`src/rtl/video_scan_ctrl.sv`:
```
// Raster scan sequencer: pixel/line counters, sync/blank decode, frame-aligned run/stop.
// Define VIDEO_SCAN_SERRATE_EN for serrated composite sync (hsync XOR vsync).
module video_scan_ctrl #(
  parameter int unsigned H_ACTIVE = 640,
  parameter int unsigned H_FP     = 16,
  parameter int unsigned H_SYNC   = 96,
  parameter int unsigned H_BP     = 48,
  parameter int unsigned V_ACTIVE = 480,
  parameter int unsigned V_FP     = 10,
  parameter int unsigned V_SYNC   = 2,
  parameter int unsigned V_BP     = 33,
  parameter int unsigned CW       = 10
) (
  input  logic          clk,
  input  logic          rst,
  input  logic          run,
  input  logic          pix_en,
  output logic [CW-1:0] hcnt,
  output logic [CW-1:0] vcnt,
  output logic          hsync,
  output logic          vsync,
  output logic          csync,
  output logic          cblank,
  output logic          line_start,
  output logic          frame_start,
  output logic          busy
);

  localparam int unsigned H_TOTAL = H_ACTIVE + H_FP + H_SYNC + H_BP;
  localparam int unsigned V_TOTAL = V_ACTIVE + V_FP + V_SYNC + V_BP;

  localparam logic [CW-1:0] H_LAST = CW'(H_TOTAL - 1);
  localparam logic [CW-1:0] V_LAST = CW'(V_TOTAL - 1);

  // Decode bounds carry one extra bit so a sync end equal to TOTAL still fits.
  localparam logic [CW:0] H_ACT  = (CW+1)'(H_ACTIVE);
  localparam logic [CW:0] HS_BEG = (CW+1)'(H_ACTIVE + H_FP);
  localparam logic [CW:0] HS_END = (CW+1)'(H_ACTIVE + H_FP + H_SYNC);
  localparam logic [CW:0] V_ACT  = (CW+1)'(V_ACTIVE);
  localparam logic [CW:0] VS_BEG = (CW+1)'(V_ACTIVE + V_FP);
  localparam logic [CW:0] VS_END = (CW+1)'(V_ACTIVE + V_FP + V_SYNC);

  typedef enum logic [1:0] {
    ST_IDLE,
    ST_RUN,
    ST_STOP
  } state_t;

  state_t        state_q, state_d;
  logic [CW-1:0] hcnt_q, hcnt_d;
  logic [CW-1:0] vcnt_q, vcnt_d;
  logic          h_last, v_last, advance;
  logic [CW:0]   hx, vx;

  always_ff @(posedge clk) begin
    if (rst) begin
      state_q <= ST_IDLE;
      hcnt_q  <= '0;
      vcnt_q  <= '0;
    end else begin
      state_q <= state_d;
      hcnt_q  <= hcnt_d;
      vcnt_q  <= vcnt_d;
    end
  end

  always_comb begin
    state_d = state_q;
    hcnt_d  = hcnt_q;
    vcnt_d  = vcnt_q;
    h_last  = (hcnt_q == H_LAST);
    v_last  = (vcnt_q == V_LAST);
    advance = (state_q != ST_IDLE) && pix_en;

    if (advance) begin
      if (h_last) begin
        hcnt_d = '0;
        vcnt_d = v_last ? '0 : vcnt_q + CW'(1);
      end else begin
        hcnt_d = hcnt_q + CW'(1);
      end
    end

    // Leaving STOP on the last pixel coincides with the natural wrap to (0,0).
    unique case (state_q)
      ST_IDLE: begin
        hcnt_d = '0;
        vcnt_d = '0;
        if (run) state_d = ST_RUN;
      end
      ST_RUN: begin
        if (!run) state_d = ST_STOP;
      end
      ST_STOP: begin
        if (run) state_d = ST_RUN;
        else if (advance && h_last && v_last) state_d = ST_IDLE;
      end
      default: state_d = ST_IDLE;
    endcase
  end

  always_comb begin
    hx          = {1'b0, hcnt_q};
    vx          = {1'b0, vcnt_q};
    busy        = (state_q != ST_IDLE);
    hsync       = busy && (hx >= HS_BEG) && (hx < HS_END);
    vsync       = busy && (vx >= VS_BEG) && (vx < VS_END);
    cblank      = !busy || (hx >= H_ACT) || (vx >= V_ACT);
    line_start  = busy && pix_en && (hcnt_q == '0);
    frame_start = line_start && (vcnt_q == '0);
`ifdef VIDEO_SCAN_SERRATE_EN
    csync       = hsync ^ vsync;
`else
    csync       = hsync | vsync;
`endif
  end

  assign hcnt = hcnt_q;
  assign vcnt = vcnt_q;

endmodule
```
`config.mk`:
```
export PLATFORM = sky130hd
export DESIGN_NAME = video_scan_ctrl
export DESIGN_NICKNAME = d
export VERILOG_FILES = /design/src/rtl/video_scan_ctrl.sv
export SDC_FILE = /design/constraint.sdc
export NUM_CORES = 1
export LEC_CHECK = 0
export ABC_AREA = 1
export BUFFER_PORTS_ARGS = -buffer_cell sky130_fd_sc_hd__buf_4
export CAP_MARGIN = 20
export CORE_MARGIN = 5
export CORE_UTILIZATION = 48
export DETAILED_ROUTE_END_ITERATION = 7
export PLACE_DENSITY = 0.77
export SYNTH_ARGS = -nofsm -noshare
export SYNTH_HDL_FRONTEND = slang
export SYNTH_SLANG_ARGS = --single-unit
```
`constraint.sdc`:
```
create_clock -name clk -period 1.4 [get_ports clk]
set_input_delay 0.14 -clock clk [delete_from_list [all_inputs] [get_ports clk]]
set_output_delay 0.14 -clock clk [all_outputs]
set_load 0.01 [all_outputs]
```
==> Word-level counts from Yosys, hierarchy flattened <==
Cells that the tools add are included.
W data, S select, Z words.
{ "totals": {"reg_bits": 22, "out_inout_bits": 27, "word_cells": 45, "input_bits": 4} }
{ "classes": {"muxes": 7, "order_cmp": 6, "n_addsub": 2, "bitwise_logic": 1, "eq_ne": 7, "reduce_logical": 19} }
{ "ops": {"columns": ["cell", "count"], "rows": [
  ["$add A10 B1 Y10 const B", 2],
  ["$eq A10 B10 Y1 const B", 2],
  ["$ge A10 B10 Y1 const B", 2],
  ["$ge A10 B9 Y1 const B", 2],
  ["$logic_not A10 Y1", 2],
  ["$mux W10", 2],
  ["$lt A10 B10 Y1 const B", 1],
  ["$lt A10 B9 Y1 const B", 1],
  ["$logic_and A1 B1 Y1", 9],
  ["$mux W2", 4],
  ["$pmux W2 S3", 1],
  ["$ne A2 B2 Y1 const B", 2],
  ["$ne A3 B3 Y1 const B", 1],
  ["$reduce_and A3 Y1", 1],
  ["$eq A2 B1 Y1 const B", 1],
  ["$eq A2 B2 Y1 const B", 1],
  ["$logic_not A2 Y1", 1],
  ["$logic_or A1 B1 Y1", 2],
  ["$reduce_and A2 Y1", 1],
  ["$reduce_bool A2 Y1", 1],
  ["$reduce_or A2 Y1", 1],
  ["$logic_not A1 Y1", 1],
  ["$or A1 B1 Y1", 1]
]} }

==> Depth between registers and ports, before layout <==
{ "depth": {"ltp_word": 7, "ltp_mapped": 9, "depth_no_buf": 9} }

==> Worst setup path before layout <==
OpenSTA, ideal clock, no wires.
{ "synth_timing": {"path_kind": "register to register", "startpoint": "reg hcnt_q[1], in the netlist hcnt[1]", "endpoint": "reg vcnt_q[5], in the netlist vcnt[5]", "stages_incl_launch_ff": 10, "setup_time_ps": 118, "synth_period_minus_slack_ps": 1483, "path_slack_ps": -83, "t_arrival_ps": 1364, "path_cell_list": "dfxtp_1 ha_1 nand3_1 inv_1 nand2_2 nor2_8 buf_8 nand3_1 nand2_1 nor2_1"} }
{ "synth_between": {"elab_chain_len": 2} }
{ "synth_lines": {"columns": ["item", "line", "rtl"], "rows": [
  ["start: declaration", "50", "logic [CW-1:0] hcnt_q, hcnt_d;"],
  ["start signal: assignment", "62", "hcnt_q <= hcnt_d;"],
  ["$eq A10 B10 Y1", "71", "h_last = (hcnt_q == H_LAST);"],
  ["$reduce_and A2 Y1 (no line)", null, null],
  ["end signal: assignment", "63", "vcnt_q <= vcnt_d;"],
  ["end: declaration", "51", "logic [CW-1:0] vcnt_q, vcnt_d;"]
]} }
Every way passes these cells.
A chain may end at the register's enable or synchronous reset.

==> Worst setup path in the final report <==
{ "layout_timing": {"startpoint": "reg vcnt_q[4], in the netlist vcnt[4]", "endpoint": "out frame_start"} }
{ "layout_between": {"elab_chain_len": 2} }
{ "layout_lines": {"columns": ["item", "line", "rtl"], "rows": [
  ["$logic_not A10 Y1", "110", "frame_start = line_start && (vcnt_q == '0);"],
  ["$logic_and A1 B1 Y1", "110", null],
  ["end: declaration", "25", "output logic frame_start,"]
]} }
Every way passes these cells.

==> impl_metrics.ini <==
[outcome]
outcome = finished, violations left
violations = setup timing

[power]
powerDensity_nw_per_um2 = 466
power.leakage_nw = 1.01
total_power_mw = 1.05
irDropWorstVdd_mv = 0.693

[logic_synthesis]
ys_types = 23
syn-num-nets = 218
synth_edf_count = 0
synth_seq_cells = 22
synthFlopType = dfxtp_1
syn_inst = 209
ys.warnings.count = 0
synthArstFlopShare_pct = 0
yosysTopAreaCellShare_pct = 32.3
synth_area_um2 = 1360
synth_area_leaders = dfxtp_1 (32%), nand2_1 (13%), inv_1 (8.3%)
synth.largest_area_cell = dfxtp_1
avgSynthCellArea_um2 = 6.53
synth-seq-area-share_pct = 32.3

[sta]
fmax_ghz = 0.620
setup_slack_ns = -0.214
skew_ns = 0.0167
slew_headroom_pct = 79.2
setup_viol = 18
timing.final.max_slew_violations = 0
fin_crit_sh_pct = 115
grt_setup_unrepaired = yes
setup_tns_ns = -2.07
layout_min_cycle_time_ns = 1.61
hold_slack_ns = 0.0549
hold_viol = 0
worstMarginPinSlew_ns = 0.311

[die]
fp.dieArea_um2 = 4010
fp-row-count = 19
initial_core_util_pct = 49.9
die_h_um = 63.3
io_pins = 31
core_um2 = 2730
dieWidth_um = 63.3

[setup_path]
crit_path_start_kind = register
cp-end-kind = output port
reg2reg_slack_ns = -0.17
crit_arrival_ns = 1.47
crit_required_ns = 1.26
worstSetupPathType = reg2out
path_max_fanout = 6

[clocking]
cts_buffers = 3
clk_latency_ns = 0.32
cts_tree = built
postCtsHoldBufs = 0
clockBufferDepth = 2
clk_pin_slew_worst_paths_ns = 0.11
cts_sinks = 22
cts.htree.levels = 1
root_buffer = clkbuf_4

[layout]
antenna_cells = 0
final_common_cell = buf_4
area_growth_pct = 64.9
fin_area_um2 = 2250
nets = 295
postLayoutCoreUtil_pct = 82.2
mostFrequentLayoutCells = buf_4 (61), nand2_1 (44), inv_1 (20), nor2_1 (20), nand3_1 (15)
final_cells = 316
layout-drive-gt1-share_pct = 54.0

[routing]
routedWlPerCell_um = 14.7
vias = 1673
drt-total-wl_mm = 4.66
drtAntennaViolNets = 0
drc = 0
vias_per_cell = 5.29
first_pass_iters = 4
drt-initial-drc-count = 104

[grt]
overflow = 0
grt_max_degree = 13
grt_usage_pct = 19.5
antenna_found_initial = 0
grt_pass1_wl_mm = 6.47
grt_pass1_vias = 1496

[place]
place_ws_ns = -0.0298
placed_cell_area_um2 = 1810
dp.cells = 293
dp_hpwl_mm = 2.63
io_buffers = 30
gp_congestion = 0.864

[hold_path]
hold_class = in2reg

[flow_run]
maxCapViolCount = 0
==> layout make-up <==
| cell class | count | area (µm²) |
|---|---|---|
| well taps | 31 | 38.8 |
| flip-flops and latches | 22 | 479 |
| clock buffers | 4 | 26.3 |
| multi-input cells | 153 | 995 |
| inverters | 35 | 139 |
| fillers | 175 | 485 |
| repair buffers | 71 | 571 |
==> logic make-up (layout without fill, tap and decap cells) <==
logic type / Yosys count / count (layout) / synth area share [%]
AND/OR/NAND/NOR: 128 / 130 / 44.9
XOR/XNOR: 2 / 2 / 1.28
flip-flops: 22 / 22 / 32.3
AO/OA/AOI/OAI: 16 / 16 / 6.24
buffers and inverters: 36 / 110 / 10.7
adder cells (fa/ha/maj): 5 / 5 / 4.59
==> synthesized netlist by cell type (3+ instances only) <==
library cell  count
nand2_2           5
nand2_1          49
nor3_1            9
o21ai_1           3
nor2_1           30
nor2_2            4
ha_1              5
dfxtp_1          22
nand3_1          18
inv_2             5
a21oi_1           9
inv_1            30
nand4_1           6
==> power breakdown <==
group          leakage [nW]  total, mW  switching [mW]  internal, mW
combinational         0.805      0.118          0.0645        0.0536
clock                0.0150      0.308           0.196         0.112
sequential            0.189      0.621         0.00355         0.618
==> critical path, cell delays in order (launching register included) <==
cell     delay (ns)
dfxtp_2        0.38
nor2_2         0.14
nand3_1        0.15
nor4_2         0.32
buf_4          0.17
==> timing repair <==
action,CTS,global route
cloned,1,1
setup endpoints to repair,13,21
resized for setup,46,40
pin swaps,11,14
hold endpoints to repair,0,0
setup buffers,12,5
==> layer usage <==
| layer | wire length, µm | track usage, % | part of all wire (%) | up-vias |
|---|---|---|---|---|
| met2 | 2330 | 30.5 | 50 | 80 |
| li1 | - | - | - | 826 |
| met5 | 0 | 0 | 0 | - |
| met3 | 371 | 4.26 | 8.0 | 14 |
| met4 | 125 | 6.75 | 2.7 | 0 |
| met1 | 1830 | 26.4 | 39 | 753 |
==> final timing paths <==
path | start | endpoint | depth (start not counted)
max reg2reg | hcnt[0]$_SDFFE_PP0N_ | vcnt[1]$_SDFFE_PP0N_ | 8
min reg2reg | vcnt[2]$_SDFFE_PP0N_ | vcnt[2]$_SDFFE_PP0N_ | 2
max | vcnt[4]$_SDFFE_PP0N_ | frame_start | 4
min | rst | state_q[0]$_SDFFE_PP0P_ | 4
==> sequential cells by signal, summed over array words and instances, names as in the netlist <==
name     cells
state_q      2
vcnt        10
hcnt        10
Power figures use the tool's default switching activity.
